`src/rtl/tiny_riscv_fetch.sv`:
```
// Instruction fetch front end: PC, sequential read issue, response FIFO, redirect/flush.
// Optional misaligned-redirect fault enabled by `TINY_RISCV_FETCH_ALIGN_CHECK_EN.
module tiny_riscv_fetch #(
  parameter logic [31:0] RESET_PC   = 32'h0000_0000,
  parameter int          FIFO_DEPTH = 2
) (
  input  logic        i_Clk,
  input  logic        i_Rst_n,
  output logic [31:0] o_mem_addr,
  output logic        o_read_strobe,
  input  logic [31:0] i_mem_data,
  input  logic        i_halt,
  input  logic        i_redirect,
  input  logic [31:0] i_redirect_pc,
  output logic [31:0] o_instr,
  output logic [31:0] o_instr_pc,
  output logic        o_instr_valid,
  input  logic        i_instr_ready,
  output logic        o_fetch_fault
);

  localparam int PW = (FIFO_DEPTH > 1) ? $clog2(FIFO_DEPTH) : 1;
  localparam int CW = $clog2(FIFO_DEPTH + 1);
  localparam int OW = CW + 1;

  typedef enum logic [1:0] {S_BOOT, S_RUN, S_HALT} state_e;

  typedef struct packed {
    logic [31:0] pc;
    logic [31:0] instr;
  } entry_t;

  state_e        state_q, state_d;
  logic [31:0]   pc_q, pc_d;
  logic          inflight_q, inflight_d;
  logic [31:0]   inflight_pc_q, inflight_pc_d;
  logic [PW-1:0] wr_ptr_q, wr_ptr_d;
  logic [PW-1:0] rd_ptr_q, rd_ptr_d;
  logic [CW-1:0] count_q, count_d;
  entry_t        fifo_q [FIFO_DEPTH];

  logic          pop, pop_eff, push, issue, fault_now;
  logic [OW-1:0] occ;

`ifdef TINY_RISCV_FETCH_ALIGN_CHECK_EN
  logic fault_q, fault_d;

  always_comb begin
    fault_d   = fault_q | (i_redirect & (|i_redirect_pc[1:0]));
    fault_now = fault_d;
  end

  always_ff @(posedge i_Clk or negedge i_Rst_n) begin
    if (!i_Rst_n) fault_q <= 1'b0;
    else          fault_q <= fault_d;
  end

  assign o_fetch_fault = fault_q;
`else
  assign fault_now     = 1'b0;
  assign o_fetch_fault = 1'b0;
`endif

  assign o_instr_valid = (count_q != '0);
  assign o_mem_addr    = pc_q;
  assign o_read_strobe = issue;
  assign o_instr       = o_instr_valid ? fifo_q[rd_ptr_q].instr : 32'h0;
  assign o_instr_pc    = o_instr_valid ? fifo_q[rd_ptr_q].pc    : 32'h0;

  always_comb begin
    pop = o_instr_valid & i_instr_ready;
    // Credit: buffered + in-flight words after this cycle's pop must leave room for one more.
    occ   = {1'b0, count_q} + OW'(inflight_q) - OW'(pop);
    issue = (state_q == S_RUN) & ~i_halt & ~i_redirect & (occ < OW'(FIFO_DEPTH));

    state_d = state_q;
    case (state_q)
      S_BOOT:  state_d = S_RUN;
      S_RUN:   if (i_halt)  state_d = S_HALT;
      S_HALT:  if (!i_halt) state_d = S_RUN;
      default: state_d = S_BOOT;
    endcase
    if (fault_now) state_d = S_HALT;

    pc_d = pc_q;
    if (i_redirect)  pc_d = i_redirect_pc & ~32'h3;
    else if (issue)  pc_d = pc_q + 32'd4;

    inflight_d    = issue;
    inflight_pc_d = issue ? pc_q : inflight_pc_q;

    // A redirect discards the arriving response and any same-cycle pop.
    push    = inflight_q & ~i_redirect;
    pop_eff = pop & ~i_redirect;

    wr_ptr_d = wr_ptr_q + PW'(push);
    rd_ptr_d = rd_ptr_q + PW'(pop_eff);
    count_d  = count_q + CW'(push) - CW'(pop_eff);
    if (i_redirect) begin
      wr_ptr_d = '0;
      rd_ptr_d = '0;
      count_d  = '0;
    end
  end

  always_ff @(posedge i_Clk or negedge i_Rst_n) begin
    if (!i_Rst_n) begin
      state_q       <= S_BOOT;
      pc_q          <= RESET_PC;
      inflight_q    <= 1'b0;
      inflight_pc_q <= 32'h0;
      wr_ptr_q      <= '0;
      rd_ptr_q      <= '0;
      count_q       <= '0;
    end else begin
      state_q       <= state_d;
      pc_q          <= pc_d;
      inflight_q    <= inflight_d;
      inflight_pc_q <= inflight_pc_d;
      wr_ptr_q      <= wr_ptr_d;
      rd_ptr_q      <= rd_ptr_d;
      count_q       <= count_d;
    end
  end

  always_ff @(posedge i_Clk) begin
    if (push) fifo_q[wr_ptr_q] <= '{pc: inflight_pc_q, instr: i_mem_data};
  end

  always @(posedge i_Clk) begin
    if (i_Rst_n)
      assert (!(push && !pop_eff && (count_q == CW'(FIFO_DEPTH))));
  end

endmodule

```
`config.mk`:
```
export PLATFORM = sky130hd
export DESIGN_NAME = tiny_riscv_fetch
export DESIGN_NICKNAME = d
export VERILOG_FILES = /design/src/rtl/tiny_riscv_fetch.sv
export SDC_FILE = /design/constraint.sdc
export NUM_CORES = 1
export LEC_CHECK = 0
export BUFFER_PORTS_ARGS = -buffer_cell sky130_fd_sc_hd__buf_2
export CAP_MARGIN = 20
export CORE_MARGIN = 2
export CORE_UTILIZATION = 35
export CTS_CLUSTER_DIAMETER = 120
export DETAILED_ROUTE_END_ITERATION = 8
export GPL_TIMING_DRIVEN = 0
export HOLD_SLACK_MARGIN = 0.05
export PLACE_DENSITY = 0.68
export RECOVER_POWER = 100
export SYNTH_ARGS = -nofsm -noshare
export SYNTH_HDL_FRONTEND = slang
export SYNTH_SLANG_ARGS = --single-unit
```
`constraint.sdc`:
```
create_clock -name i_Clk -period 3.66 [get_ports i_Clk]
set_clock_uncertainty 0.05 [all_clocks]
set_input_delay 0.366 -clock i_Clk [delete_from_list [all_inputs] [get_ports i_Clk]]
set_output_delay 0.366 -clock i_Clk [all_outputs]
set_load 0.01 [all_outputs]
```
==> results of run 1 <==
[through the flow]
| step | total power, W | instances | TNS, ps |
|---|---|---|---|
| after floorplan | 0.00364 | 589 | 0 |
| after global placement | 0.00406 | 1034 | -84070 |
| after detailed placement | 0.00411 | 1036 | -21430 |
| after CTS | 0.00603 | 1070 | 0 |
| after global routing | 0.00628 | 1075 | -9.40 |
| final | 0.00599 | 1075 | 0 |
[registers in the layout (all words and copies together), names as in the netlist]
signal / flops
count_q: 2
fifo_q: 124
inflight_pc_q: 30
inflight_q: 1
o_mem_addr: 30
rd_ptr_q: 1
state_q: 2
wr_ptr_q: 1
[worst max-delay path, cell delays in order (launching register included)]
cell and delay [ps]:
sky130_fd_sc_hd__dfrtp_2 440, sky130_fd_sc_hd__nor2_4 130, sky130_fd_sc_hd__inv_1 60, sky130_fd_sc_hd__and2_1 180, sky130_fd_sc_hd__ha_1 260, sky130_fd_sc_hd__nand2b_1 150, sky130_fd_sc_hd__fa_2 570, sky130_fd_sc_hd__and4bb_2 290
sky130_fd_sc_hd__nand2_4 90, sky130_fd_sc_hd__nor2_4 190, sky130_fd_sc_hd__buf_12 160, sky130_fd_sc_hd__buf_2 130
[layout make-up]
type	count	area, µm²
buffer	33	171
clock buffer	21	492
clock inverter	11	125
fill	2131	12600
inverter	10	37.5
multi-input combinational	355	2520
sequential	191	5400
tap	285	357
timing repair buffer	169	835
[report_power, final]
group | internal, W | total, W | switching, W
combinational | 0.000527 | 0.00116 | 0.000632
clock | 0.00111 | 0.00191 | 0.000800
sequential | 0.00270 | 0.00292 | 0.000224
[synthesized netlist by cell type]
master	count
sky130_fd_sc_hd__edfxtp_1	124
sky130_fd_sc_hd__nor2_1	86
sky130_fd_sc_hd__dfrtp_1	67
sky130_fd_sc_hd__mux2i_1	63
sky130_fd_sc_hd__mux2_2	30
sky130_fd_sc_hd__nand2_1	24
sky130_fd_sc_hd__clkbuf_1	20
sky130_fd_sc_hd__a31oi_1	18
sky130_fd_sc_hd__o21ai_0	14
sky130_fd_sc_hd__or4_1	14
sky130_fd_sc_hd__o31ai_1	13
sky130_fd_sc_hd__nand4_1	12
sky130_fd_sc_hd__inv_1	10
sky130_fd_sc_hd__nand3_1	10
sky130_fd_sc_hd__or3_1	9
sky130_fd_sc_hd__xnor2_1	7
sky130_fd_sc_hd__ha_1	6
sky130_fd_sc_hd__xor2_1	6
sky130_fd_sc_hd__and4_1	5
sky130_fd_sc_hd__buf_1	5
sky130_fd_sc_hd__buf_4	5
sky130_fd_sc_hd__and3_1	4
sky130_fd_sc_hd__nor2b_1	4
sky130_fd_sc_hd__o211ai_1	4
sky130_fd_sc_hd__and2_1	3
sky130_fd_sc_hd__nor4_1	3
sky130_fd_sc_hd__o41ai_1	3
sky130_fd_sc_hd__buf_2	2
sky130_fd_sc_hd__nor3_1	2
sky130_fd_sc_hd__a21o_1	1
sky130_fd_sc_hd__a21oi_1	1
sky130_fd_sc_hd__a311oi_1	1
sky130_fd_sc_hd__and4bb_2	1
sky130_fd_sc_hd__buf_6	1
sky130_fd_sc_hd__conb_1	1
sky130_fd_sc_hd__fa_1	1
sky130_fd_sc_hd__nand2b_1	1
sky130_fd_sc_hd__nand3b_1	1
sky130_fd_sc_hd__nand4bb_4	1
sky130_fd_sc_hd__or4_4	1
sky130_fd_sc_hd__or4b_2	1
[cells by family after synthesis]
logic type      Yosys count  share of synthesized area, %
xor+xnor                 13                          1.42
simple gates            182                          11.4
compound gates           55                          4.45
fa+ha+maj                 7                          1.18
buf+inv                  43                          2.36
other cells               1                        0.0466
mux                      93                          12.0
flops                   191                          67.1
[per-layer routing]
layer | vias up | routed length [µm]
met5 | - | 13
li1 | 2552 | -
met1 | 2638 | 8800
met4 | 2 | 213
met2 | 198 | 8910
met3 | 18 | 1280
[repair_timing]
action                                  in CTS  in global routing
endpoints found under the hold margin       67                  0
setup buffers                                1                  5
resized for setup                            9                  8
endpoints found under the setup margin      49                 34
pin swaps                                    1                  3
hold buffers                                 1                  0
[how the worst max path moves through the flow]
stage / cells after the start / end / slack [ps]
global placement: 11 / inflight_pc_q[7]$_DFFE_PN0P_ / -540
detailed placement: 11 / inflight_pc_q[9]$_DFFE_PN0P_ / -600
CTS: 11 / o_read_strobe / 8
finish: 11 / o_read_strobe / 140
floorplan: 11 / o_mem_addr[16]$_DFFE_PN0P_ / 120
global route: 11 / o_read_strobe / -9
==> impl_results.html, run 1 <==
<table>
<tr><th>Metric</th><th>Value</th></tr>
<tr><th colspan="2">Status</th></tr>
<tr><td>Result of the run</td><td>finished, violations left</td></tr>
<tr><td>Violations in the final reports</td><td>capacitance limit, slew limit</td></tr>
<tr><th colspan="2">Clocking</th></tr>
<tr><td>Number of sinks driven by the clock tree</td><td>191</td></tr>
<tr><td>Clk buf depth</td><td>2</td></tr>
<tr><td>CTS tree</td><td>yes</td></tr>
<tr><td>Number of H-tree branching levels</td><td>4</td></tr>
<tr><td>Number of buffers created by CTS</td><td>17</td></tr>
<tr><td>Clock tree root buffer cell</td><td>sky130_fd_sc_hd__clkbuf_16</td></tr>
<tr><td>Later-pin clock latency in the skew report</td><td>430 ps</td></tr>
<tr><td>Clock input transition at the sequential cells of the worst setup and hold paths</td><td>70 ps</td></tr>
<tr><th colspan="2">Die</th></tr>
<tr><td>Horizontal die dimension</td><td>156 µm</td></tr>
<tr><td>Area of the placeable core</td><td>22600 µm²</td></tr>
<tr><td>IO Pins</td><td>168</td></tr>
<tr><td>Starting density of the core</td><td>35.6%</td></tr>
<tr><td>Die Height</td><td>156 µm</td></tr>
<tr><td>Standard-cell rows</td><td>55</td></tr>
<tr><td>Die area</td><td>24200 µm²</td></tr>
<tr><th colspan="2">Global route</th></tr>
<tr><td>Most crowded layer after global routing</td><td>met2</td></tr>
<tr><td>Global-route total usage across every layer</td><td>16.1%</td></tr>
<tr><td>Global routing met1 resource utilization</td><td>22.2%</td></tr>
<tr><td>Pin count of the biggest net entering global routing</td><td>68</td></tr>
<tr><td>Met2 demand-to-capacity share in global routing</td><td>25.3%</td></tr>
<tr><td>Antenna violations before repair</td><td>1</td></tr>
<tr><td>M3 GR Usage</td><td>4.61%</td></tr>
<tr><td>Via count of the first global-routing pass</td><td>5217</td></tr>
<tr><td>Residual overflow from global routing</td><td>0</td></tr>
<tr><td>Wire length of the first global-routing pass</td><td>29.4 mm</td></tr>
<tr><th colspan="2">Setup path</th></tr>
<tr><td>Largest fanout on the critical path</td><td>11</td></tr>
<tr><td>Type of destination of the critical path</td><td>output port</td></tr>
<tr><td>Setup crit start</td><td>count_q[1]$_DFF_PN0_</td></tr>
<tr><td>Reg-to-reg slack, setup</td><td>160 ps</td></tr>
<tr><td>Worst Path Required</td><td>3240 ps</td></tr>
<tr><td>Length in cells of the worst reg-to-reg path</td><td>11</td></tr>
<tr><td>Category of the critical setup timing path</td><td>reg -&gt; out</td></tr>
<tr><td>CP arrival</td><td>3100 ps</td></tr>
<tr><td>Element type at the critical path start</td><td>register</td></tr>
<tr><td>Critical register-to-register path endpoint</td><td>inflight_pc_q[9]$_DFFE_PN0P_</td></tr>
<tr><td>Worst flop-to-flop path startpoint</td><td>count_q[1]$_DFF_PN0_</td></tr>
<tr><th colspan="2">Worst hold path</th></tr>
<tr><td>Classification of the worst-slack hold path</td><td>in -&gt; reg</td></tr>
<tr><td>Startpoint of the lowest-slack hold path</td><td>i_mem_data[1]</td></tr>
<tr><td>End point of the worst hold path</td><td>fifo_q[1][1]$_DFFE_PP_</td></tr>
<tr><td>Hold path depth</td><td>1</td></tr>
<tr><th colspan="2">Finish</th></tr>
<tr><td>Number of antenna cells inserted</td><td>0</td></tr>
<tr><td>Most common cell after layout, fill and taps aside</td><td>sky130_fd_sc_hd__edfxtp_1</td></tr>
<tr><td>Final-stage net count</td><td>853</td></tr>
<tr><td>Layout cells sized above 1</td><td>25.4%</td></tr>
<tr><td>Layout Cell Area excl Fill</td><td>9940 µm²</td></tr>
<tr><td>Area growth syn-to-layout</td><td>23.5%</td></tr>
<tr><td>Final Util</td><td>44.0%</td></tr>
<tr><td>Most frequent cells in the layout</td><td>124 x sky130_fd_sc_hd__edfxtp_1, 111 x sky130_fd_sc_hd__buf_2, 84 x sky130_fd_sc_hd__nor2_1, 68 x sky130_fd_sc_hd__clkbuf_1, 66 x sky130_fd_sc_hd__dfrtp_1</td></tr>
<tr><th colspan="2">Timing</th></tr>
<tr><td>Minimum clock period</td><td>3520 ps</td></tr>
<tr><td>Worst slew margin relative to its limit</td><td>-13.6%</td></tr>
<tr><td>Worst hold margin</td><td>75.3 ps</td></tr>
<tr><td>Post-route clock period utilization</td><td>96.2%</td></tr>
<tr><td>Max-slew violation count</td><td>68</td></tr>
<tr><td>Setup repair after global routing missed its margin</td><td>true</td></tr>
<tr><td>Final critical-path setup slack</td><td>141 ps</td></tr>
<tr><td>Slew @ Worst Pin</td><td>1700 ps</td></tr>
<tr><td>Highest achievable clock rate</td><td>284 MHz</td></tr>
<tr><td>Final hold vios</td><td>0</td></tr>
<tr><td>Final count of negative-setup-slack endpoints</td><td>0</td></tr>
<tr><th colspan="2">Routing</th></tr>
<tr><td>Via Count</td><td>5408</td></tr>
<tr><td>Antenna Nets Post-Route</td><td>0</td></tr>
<tr><td>1st-pass router iterations</td><td>4</td></tr>
<tr><td>Remaining design rule violation count</td><td>0</td></tr>
<tr><td>Post-Route WL</td><td>19.2 mm</td></tr>
<tr><td>Ratio of routed vias to standard cells</td><td>5.03</td></tr>
<tr><td>Wire per inst</td><td>17.9 µm</td></tr>
<tr><td>Violation count after the first detailed-route iteration</td><td>340</td></tr>
<tr><th colspan="2">Synth</th></tr>
<tr><td>Distinct cell type count of the synthesized netlist</td><td>41</td></tr>
<tr><td>Per-instance average area after synthesis</td><td>13.8 µm²</td></tr>
<tr><td>Cell area after synthesis</td><td>8050 µm²</td></tr>
<tr><td>Part of the Yosys area used for sequential elements</td><td>67.1%</td></tr>
<tr><td>Ys Warns</td><td>0</td></tr>
<tr><td>Largest cells by area after synthesis</td><td>sky130_fd_sc_hd__edfxtp_1 46%, sky130_fd_sc_hd__dfrtp_1 21%, sky130_fd_sc_hd__mux2i_1 7.8%</td></tr>
<tr><td>Share of Yosys cell area claimed by the top area cell type</td><td>46.3%</td></tr>
<tr><td>Number of synthesized register bits</td><td>191</td></tr>
<tr><td>Mapped Cells</td><td>585</td></tr>
<tr><td>Post-synthesis cell type with the largest combined area</td><td>sky130_fd_sc_hd__edfxtp_1</td></tr>
<tr><th colspan="2">Place</th></tr>
<tr><td>PortBufs</td><td>160</td></tr>
<tr><td>Post-detailed-placement cell area</td><td>9290 µm²</td></tr>
<tr><td>Final Wtd Congestion</td><td>0.779</td></tr>
<tr><td>Post-placement setup slack</td><td>-598 ps</td></tr>
<tr><td>HPWL after detailed placement</td><td>13.3 mm</td></tr>
<tr><th colspan="2">Power and ir drop</th></tr>
<tr><td>Worst VDD drop</td><td>0.302 mV</td></tr>
<tr><td>Leakage power summed over all cells</td><td>3.71 nW</td></tr>
<tr><td>Total power density per cell area</td><td>602 nW/µm²</td></tr>
<tr><th colspan="2">Job</th></tr>
<tr><td>Number of maximum-capacitance violations</td><td>1</td></tr>
</table>
Power figures use the tool's default switching activity.
==> run 2: changes to the inputs <==
- CELL_PAD_IN_SITES_DETAIL_PLACEMENT: default -> 1
- CELL_PAD_IN_SITES_GLOBAL_PLACEMENT: default -> 2
- CORE_UTILIZATION: 35 -> 33
- PLACE_DENSITY: 0.68 -> 0.86
==> impl_results.html, run 2 (same netlist as run 1, synthesis figures left out) <==
<table>
<tr><th>Metric</th><th>Value</th></tr>
<tr><th colspan="2">Job</th></tr>
<tr><td>Number of maximum-capacitance violations</td><td>1</td></tr>
<tr><th colspan="2">Setup path</th></tr>
<tr><td>Worst flop-to-flop path startpoint</td><td>count_q[1]$_DFF_PN0_</td></tr>
<tr><td>Largest fanout on the critical path</td><td>9</td></tr>
<tr><td>Cells along the critical path</td><td>nor2_4 -&gt; inv_1 -&gt; and2_1 -&gt; ha_1 -&gt; nand2b_4 -&gt; fa_2 -&gt; and4bb_1 -&gt; nand2_4 -&gt; nor2_4 -&gt; buf_8 -&gt; clkbuf_2</td></tr>
<tr><td>Delay of the slowest cell on the worst path</td><td>580 ps</td></tr>
<tr><td>Length in cells of the worst reg-to-reg path</td><td>11</td></tr>
<tr><td>CP arrival</td><td>3080 ps</td></tr>
<tr><td>Type of destination of the critical path</td><td>output port</td></tr>
<tr><td>Category of the critical setup timing path</td><td>reg -&gt; out</td></tr>
<tr><td>Cell occurring most often along the worst timing path</td><td>sky130_fd_sc_hd__nor2_4</td></tr>
<tr><td>Worst Path Required</td><td>3240 ps</td></tr>
<tr><td>Critical Path Slowest Stage Cell</td><td>sky130_fd_sc_hd__fa_2</td></tr>
<tr><td>Element type at the critical path start</td><td>register</td></tr>
<tr><td>Setup crit start</td><td>count_q[1]$_DFF_PN0_</td></tr>
<tr><th colspan="2">Power and ir drop</th></tr>
<tr><td>Part of the power in combinational logic</td><td>19.8%</td></tr>
<tr><td>Net switching component of the power</td><td>0.00175 W</td></tr>
<tr><td>Worst VDD drop</td><td>0.283 mV</td></tr>
<tr><td>Leakage power summed over all cells</td><td>3.46 nW</td></tr>
<tr><td>Cell Int Power</td><td>0.00412 W</td></tr>
<tr><td>Sequential power share</td><td>50.0%</td></tr>
<tr><td>Total power density per cell area</td><td>594 nW/µm²</td></tr>
<tr><td>Net Sw Frac</td><td>29.9%</td></tr>
<tr><td>Portion of total power attributed to the clock network</td><td>30.2%</td></tr>
<tr><th colspan="2">Finish</th></tr>
<tr><td>Most common cell after layout, fill and taps aside</td><td>sky130_fd_sc_hd__clkbuf_1</td></tr>
<tr><td>Fill cell total of the finished layout</td><td>2649</td></tr>
<tr><td>Register bank with the most flops</td><td>fifo_q</td></tr>
<tr><td>Final-stage net count</td><td>860</td></tr>
<tr><td>Final non-filler cell total</td><td>1122</td></tr>
<tr><td>Most frequent cells in the layout</td><td>132 x sky130_fd_sc_hd__clkbuf_1, 124 x sky130_fd_sc_hd__edfxtp_1, 84 x sky130_fd_sc_hd__nor2_1, 66 x sky130_fd_sc_hd__dfrtp_1, 63 x sky130_fd_sc_hd__mux2i_1</td></tr>
<tr><td>Area growth syn-to-layout</td><td>22.9%</td></tr>
<tr><td>Layout cells sized above 1</td><td>18.6%</td></tr>
<tr><td>Final Util</td><td>41.0%</td></tr>
<tr><td>Number of flip-flops in the largest register</td><td>124</td></tr>
<tr><th colspan="2">Routing</th></tr>
<tr><td>Post-Route WL</td><td>21.0 mm</td></tr>
<tr><td>Wire per inst</td><td>18.8 µm</td></tr>
<tr><td>1st-pass router iterations</td><td>4</td></tr>
<tr><td>Remaining design rule violation count</td><td>0</td></tr>
<tr><td>Ratio of routed vias to standard cells</td><td>4.90</td></tr>
<tr><td>Antenna Nets Post-Route</td><td>0</td></tr>
<tr><td>Violation count after the first detailed-route iteration</td><td>239</td></tr>
<tr><td>Via Count</td><td>5493</td></tr>
<tr><th colspan="2">Clocking</th></tr>
<tr><td>Number of sinks driven by the clock tree</td><td>191</td></tr>
<tr><td>Clock tree root buffer cell</td><td>sky130_fd_sc_hd__clkbuf_16</td></tr>
<tr><td>Later-pin clock latency in the skew report</td><td>430 ps</td></tr>
<tr><td>Clk buf depth</td><td>2</td></tr>
<tr><td>Number of H-tree branching levels</td><td>4</td></tr>
<tr><td>Number of buffers created by CTS</td><td>17</td></tr>
<tr><td>Clock input transition at the sequential cells of the worst setup and hold paths</td><td>70 ps</td></tr>
<tr><td>CTS tree</td><td>yes</td></tr>
<tr><th colspan="2">Timing</th></tr>
<tr><td>Highest achievable clock rate</td><td>286 MHz</td></tr>
<tr><td>Post-route clock period utilization</td><td>95.5%</td></tr>
<tr><td>Minimum clock period</td><td>3490 ps</td></tr>
<tr><td>Final hold vios</td><td>0</td></tr>
<tr><td>Slew @ Worst Pin</td><td>1760 ps</td></tr>
<tr><td>Max-slew violation count</td><td>68</td></tr>
<tr><td>Worst slew margin relative to its limit</td><td>-17.3%</td></tr>
<tr><td>Final count of negative-setup-slack endpoints</td><td>0</td></tr>
<tr><td>Setup repair after global routing missed its margin</td><td>false</td></tr>
<tr><th colspan="2">Place</th></tr>
<tr><td>HPWL after detailed placement</td><td>14.9 mm</td></tr>
<tr><td>Final Wtd Congestion</td><td>0.767</td></tr>
<tr><td>PortBufs</td><td>160</td></tr>
<tr><td>Cell total after placement</td><td>1075</td></tr>
<tr><th colspan="2">Global route</th></tr>
<tr><td>Residual overflow from global routing</td><td>0</td></tr>
<tr><td>Wire length of the first global-routing pass</td><td>32.5 mm</td></tr>
<tr><td>Pin count of the biggest net entering global routing</td><td>68</td></tr>
<tr><td>Global-route total usage across every layer</td><td>16.6%</td></tr>
<tr><td>Antenna violations before repair</td><td>1</td></tr>
<tr><td>Via count of the first global-routing pass</td><td>5679</td></tr>
<tr><th colspan="2">Die</th></tr>
<tr><td>IO Pins</td><td>168</td></tr>
<tr><td>Die area</td><td>25600 µm²</td></tr>
<tr><td>Area of the placeable core</td><td>24100 µm²</td></tr>
<tr><td>Horizontal die dimension</td><td>160 µm</td></tr>
<tr><td>Die Height</td><td>160 µm</td></tr>
<tr><td>Standard-cell rows</td><td>57</td></tr>
<tr><td>Starting density of the core</td><td>33.4%</td></tr>
<tr><th colspan="2">Worst hold path</th></tr>
<tr><td>Classification of the worst-slack hold path</td><td>in -&gt; reg</td></tr>
<tr><td>Hold path depth</td><td>1</td></tr>
<tr><td>Startpoint of the lowest-slack hold path</td><td>i_mem_data[27]</td></tr>
<tr><th colspan="2">Status</th></tr>
<tr><td>Result of the run</td><td>finished, violations left</td></tr>
<tr><td>Violations in the final reports</td><td>capacitance limit, slew limit</td></tr>
</table>
run 2: cell count changes in the layout (fill, tap and decap cells not counted), moves of 3 or more:
cell                       before  now
sky130_fd_sc_hd__clkbuf_1      68  132
sky130_fd_sc_hd__buf_2        111   53
sky130_fd_sc_hd__clkbuf_4       0    9
sky130_fd_sc_hd__buf_4         12    6
sky130_fd_sc_hd__buf_1          5    0
sky130_fd_sc_hd__buf_12         3    0
sky130_fd_sc_hd__clkbuf_2       1    4
run 2: timing repair:
item | in CTS | in global routing
buffers inserted | 2 | 9
hold endpoints to repair | 69 | 2
gates cloned | 0 | 0
pin swaps | 1 | 5
hold buffers | 2 | 1
resized for setup | 9 | 13
endpoints found under the setup margin | 49 | 34
run 2: path summary, 6_finish.rpt:
check                      slack (ps)                       endpoint
setup / recovery                  170                  o_read_strobe
hold / removal                     70        fifo_q[1][27]$_DFFE_PP_
setup reg to reg                  200  inflight_pc_q[23]$_DFFE_PN0P_
hold reg to reg                   420        fifo_q[1][57]$_DFFE_PP_
max in group asynchronous        1500           count_q[1]$_DFF_PN0_
min in group asynchronous         880      o_mem_addr[7]$_DFFE_PN0P_
run 2: area by class of cell:
class	instances	area [µm²]	share of cell area, %
Inverter	10	37.5	0.380
Antenna cell	1	2.50	0.0253
Sequential cell	191	5400	54.6
Clock inverter	14	126	1.28
Clock buffer	18	439	4.44
Timing Repair Buffer	176	785	7.93
Multi-Input combinational cell	355	2520	25.5
Tap cell	324	405	4.10
Buffer	33	165	1.67
run 2: power groups by stage:
stage               clock network [W]  logic (W)  registers, W
CTS                           0.00182    0.00119       0.00294
global placement                    0    0.00111       0.00296
finish                        0.00177    0.00116       0.00293
floorplan                           0   0.000725       0.00291
detailed placement                  0    0.00117       0.00298
global route                  0.00191    0.00128       0.00298
run 2: per-layer routing:
metal	vias up	GRT usage [%]	part of all wire (%)	wire, µm
met5	-	0	0	0
met4	0	3.85	1.0	210
met3	16	3.69	4.4	933
met2	147	28.1	49	10400
met1	2767	21.7	45	9540
li1	2563	-	-	-
run 2: through the flow:
step | hold slack, ps | setup TNS (ps) | setup WS [ps] | instance area (µm²) | power [W]
detailed placement | 408 | -22180 | -614 | 9350 | 0.00415
global placement | 396 | -96620 | -641 | 9270 | 0.00407
global route | 51.8 | 0 | 22.1 | 9880 | 0.00618
finish | 72.9 | 0 | 166 | 9890 | 0.00587
CTS | 50.9 | 0 | 31.4 | 9980 | 0.00595
floorplan | 20.4 | 0 | 116 | 8060 | 0.00364
run 2: worst max-delay path: cells and delay by family, from the launching register on:
kind | cells | cell delay (ps)
AND/OR/NAND/NOR | 6 | 1010
adder cells (fa/ha/maj) | 2 | 860
flip-flops | 1 | 430
buffers and inverters | 3 | 340
==> run 3: changes to the inputs <==
--- a/config.mk
+++ b/config.mk
@@ -19,2 +19,3 @@
 export RECOVER_POWER = 100
+export SLEW_MARGIN = 20
 export SYNTH_ARGS = -nofsm -noshare
--- a/constraint.sdc
+++ b/constraint.sdc
@@ -4,2 +4,2 @@
 set_output_delay 0.366 -clock i_Clk [all_outputs]
-set_load 0.01 [all_outputs]
+set_load 0.1 [all_outputs]
==> impl_results.html, run 3 (same netlist as run 1, synthesis figures left out) <==
<table>
<tr><th>Metric</th><th>Value</th></tr>
<tr><th colspan="2">Die</th></tr>
<tr><td>Area of the placeable core</td><td>24100 µm²</td></tr>
<tr><td>Standard-cell rows</td><td>57</td></tr>
<tr><td>Die area</td><td>25600 µm²</td></tr>
<tr><td>IO Pins</td><td>168</td></tr>
<tr><td>Horizontal die dimension</td><td>160 µm</td></tr>
<tr><td>Starting density of the core</td><td>33.4%</td></tr>
<tr><td>Die Height</td><td>160 µm</td></tr>
<tr><th colspan="2">Timing</th></tr>
<tr><td>Slew @ Worst Pin</td><td>1310 ps</td></tr>
<tr><td>Minimum clock period</td><td>3520 ps</td></tr>
<tr><td>Setup repair after global routing missed its margin</td><td>false</td></tr>
<tr><td>Worst slew margin relative to its limit</td><td>12.9%</td></tr>
<tr><td>TNS Setup</td><td>0 ps</td></tr>
<tr><td>Final count of negative-setup-slack endpoints</td><td>0</td></tr>
<tr><td>Final hold vios</td><td>0</td></tr>
<tr><td>Highest achievable clock rate</td><td>284 MHz</td></tr>
<tr><td>Max-slew violation count</td><td>0</td></tr>
<tr><td>Post-route clock period utilization</td><td>96.3%</td></tr>
<tr><th colspan="2">Finish</th></tr>
<tr><td>Most common cell after layout, fill and taps aside</td><td>sky130_fd_sc_hd__edfxtp_1</td></tr>
<tr><td>Total area of sequential cells</td><td>5400 µm²</td></tr>
<tr><td>Register bank with the most flops</td><td>fifo_q</td></tr>
<tr><td>Most frequent cells in the layout</td><td>124 x sky130_fd_sc_hd__edfxtp_1, 84 x sky130_fd_sc_hd__nor2_1, 77 x sky130_fd_sc_hd__clkbuf_1, 65 x sky130_fd_sc_hd__dfrtp_1, 63 x sky130_fd_sc_hd__mux2i_1</td></tr>
<tr><td>Area growth syn-to-layout</td><td>22.9%</td></tr>
<tr><td>Final non-filler cell total</td><td>1112</td></tr>
<tr><td>Multi-input logic area</td><td>2510 µm²</td></tr>
<tr><td>Number of antenna cells inserted</td><td>0</td></tr>
<tr><td>Final-stage net count</td><td>851</td></tr>
<tr><td>Number of flip-flops in the largest register</td><td>124</td></tr>
<tr><td>Fill cell total of the finished layout</td><td>2643</td></tr>
<tr><td>Layout cells sized above 1</td><td>25.0%</td></tr>
<tr><td>Layout Cell Area excl Fill</td><td>9890 µm²</td></tr>
<tr><th colspan="2">Routing</th></tr>
<tr><td>Wire per inst</td><td>19.1 µm</td></tr>
<tr><td>1st-pass router iterations</td><td>5</td></tr>
<tr><td>Via Count</td><td>5519</td></tr>
<tr><td>Post-Route WL</td><td>21.2 mm</td></tr>
<tr><td>Remaining design rule violation count</td><td>0</td></tr>
<tr><td>Ratio of routed vias to standard cells</td><td>4.96</td></tr>
<tr><td>Antenna Nets Post-Route</td><td>0</td></tr>
<tr><td>Violation count after the first detailed-route iteration</td><td>285</td></tr>
<tr><th colspan="2">Global route</th></tr>
<tr><td>Via count of the first global-routing pass</td><td>5769</td></tr>
<tr><td>Pin count of the biggest net entering global routing</td><td>47</td></tr>
<tr><td>Wire length of the first global-routing pass</td><td>33.1 mm</td></tr>
<tr><td>Antenna violations before repair</td><td>1</td></tr>
<tr><td>Residual overflow from global routing</td><td>0</td></tr>
<tr><td>Global-route total usage across every layer</td><td>16.9%</td></tr>
<tr><th colspan="2">Setup path</th></tr>
<tr><td>CP arrival</td><td>3110 ps</td></tr>
<tr><td>Cells along the critical path</td><td>nor2_4 -&gt; clkinvlp_4 -&gt; and2_4 -&gt; ha_4 -&gt; nand2b_4 -&gt; fa_2 -&gt; and4bb_2 -&gt; nand2_4 -&gt; nor2_4 -&gt; buf_12 -&gt; buf_12</td></tr>
<tr><td>Element type at the critical path start</td><td>register</td></tr>
<tr><td>Type of destination of the critical path</td><td>output port</td></tr>
<tr><td>Category of the critical setup timing path</td><td>reg -&gt; out</td></tr>
<tr><td>Worst Path Required</td><td>3240 ps</td></tr>
<tr><td>Largest fanout on the critical path</td><td>11</td></tr>
<tr><td>Buffers &amp; Inverters on Critical Path</td><td>3</td></tr>
<tr><td>Delay of the slowest cell on the worst path</td><td>570 ps</td></tr>
<tr><td>Largest delay share family, worst path</td><td>simple AND/OR/NAND/NOR gates</td></tr>
<tr><td>Critical Path Slowest Stage Cell</td><td>sky130_fd_sc_hd__fa_2</td></tr>
<tr><th colspan="2">Place</th></tr>
<tr><td>HPWL after detailed placement</td><td>15.2 mm</td></tr>
<tr><td>PortBufs</td><td>160</td></tr>
<tr><td>Post-detailed-placement cell area</td><td>9460 µm²</td></tr>
<tr><td>Final Wtd Congestion</td><td>0.748</td></tr>
<tr><td>Cell total after placement</td><td>1076</td></tr>
<tr><th colspan="2">Clocking</th></tr>
<tr><td>Clk buf depth</td><td>2</td></tr>
<tr><td>Number of H-tree branching levels</td><td>4</td></tr>
<tr><td>Number of buffers created by CTS</td><td>17</td></tr>
<tr><td>Later-pin clock latency in the skew report</td><td>430 ps</td></tr>
<tr><td>CTS tree</td><td>yes</td></tr>
<tr><td>Clock input transition at the sequential cells of the worst setup and hold paths</td><td>70 ps</td></tr>
<tr><td>Number of sinks driven by the clock tree</td><td>191</td></tr>
<tr><td>Clock tree root buffer cell</td><td>sky130_fd_sc_hd__clkbuf_16</td></tr>
<tr><th colspan="2">Power and ir drop</th></tr>
<tr><td>Cell Int Power</td><td>0.00412 W</td></tr>
<tr><td>Net switching component of the power</td><td>0.00278 W</td></tr>
<tr><td>Portion of total power attributed to the clock network</td><td>25.3%</td></tr>
<tr><td>Overall Power</td><td>0.00691 W</td></tr>
<tr><td>Sequential power share</td><td>42.6%</td></tr>
<tr><td>Part of the power in combinational logic</td><td>32.2%</td></tr>
<tr><td>Total power density per cell area</td><td>698 nW/µm²</td></tr>
<tr><td>Worst VDD drop</td><td>0.321 mV</td></tr>
<tr><td>Leakage power summed over all cells</td><td>3.60 nW</td></tr>
<tr><td>Net Sw Frac</td><td>40.3%</td></tr>
<tr><th colspan="2">Status</th></tr>
<tr><td>Result of the run</td><td>finished clean</td></tr>
<tr><th colspan="2">Worst hold path</th></tr>
<tr><td>Classification of the worst-slack hold path</td><td>in -&gt; reg</td></tr>
<tr><th colspan="2">Job</th></tr>
<tr><td>Number of maximum-capacitance violations</td><td>0</td></tr>
</table>
-- run 3: cell count changes in the layout (fill, tap and decap cells not counted), sizes merged --
cell         delta
clkinv          -2
dlygate4sd3     -2
diode           -1
clkinvlp        +1
clkbuf          -6
-- run 3: routing by layer --
layer	wire length (µm)	share of wire, %	global-route usage (%)
met5	11	0.052	0
met1	9440	45	22.4
met2	10300	49	27.8
met4	390	1.8	5.08
met3	1070	5.0	3.56
-- run 3: final cells by class --
cell class	count	share of cell area, %
repair buffers	167	8.07
multi-input cells	355	25.4
inverters	10	0.418
well taps	324	4.10
clock inverters	13	1.06
plain buffers	33	1.82
clock buffers	19	4.48
flip-flops and latches	191	54.6
-- run 3: path summary, 6_finish.rpt --
kind / startpoint / slack (ps) / depth (start not counted) / end
max reg2reg: count_q[0]$_DFF_PN0_ / 200 / 11 / o_mem_addr[22]$_DFFE_PN0P_
max: count_q[0]$_DFF_PN0_ / 140 / 11 / o_read_strobe
min reg2reg: inflight_pc_q[14]$_DFFE_PN0P_ / 420 / 0 / fifo_q[0][46]$_DFFE_PP_
max in group asynchronous: i_Rst_n / 950 / 3 / count_q[1]$_DFF_PN0_
min: i_mem_data[16] / 80 / 1 / fifo_q[0][16]$_DFFE_PP_
min in group asynchronous: i_Rst_n / 690 / 2 / inflight_pc_q[8]$_DFFE_PN0P_
-- run 3: power groups by stage --
stage	logic (W)	clock network [W]	registers, W
after detailed placement	0.00225	0	0.00299
final	0.00222	0.00174	0.00294
after global routing	0.00234	0.00188	0.00299
after CTS	0.00228	0.00179	0.00294
after floorplan	0.00156	0	0.00316
after global placement	0.00220	0	0.00296
-- run 3: per-stage QoR --
| step | setup WS [ps] | hold WS (ps) | utilization (%) |
|---|---|---|---|
| finish | 135 | 77.8 | 41.0 |
| global route | 21.7 | 53.1 | 41.0 |
| CTS | 13.5 | 55.9 | 41.7 |
| detailed placement | -146 | 246 | 39.2 |
| global placement | -617 | 395 | 38.8 |
| floorplan | -134 | 20.4 | - |
-- run 3: what timing repair did --
action | CTS | global route
buffers inserted | 2 | 1
endpoints found under the setup margin | 4 | 1
pin swaps | 2 | 1
hold buffers | 1 | 0
resized for setup | 5 | 2
hold endpoints to repair | 21 | 0
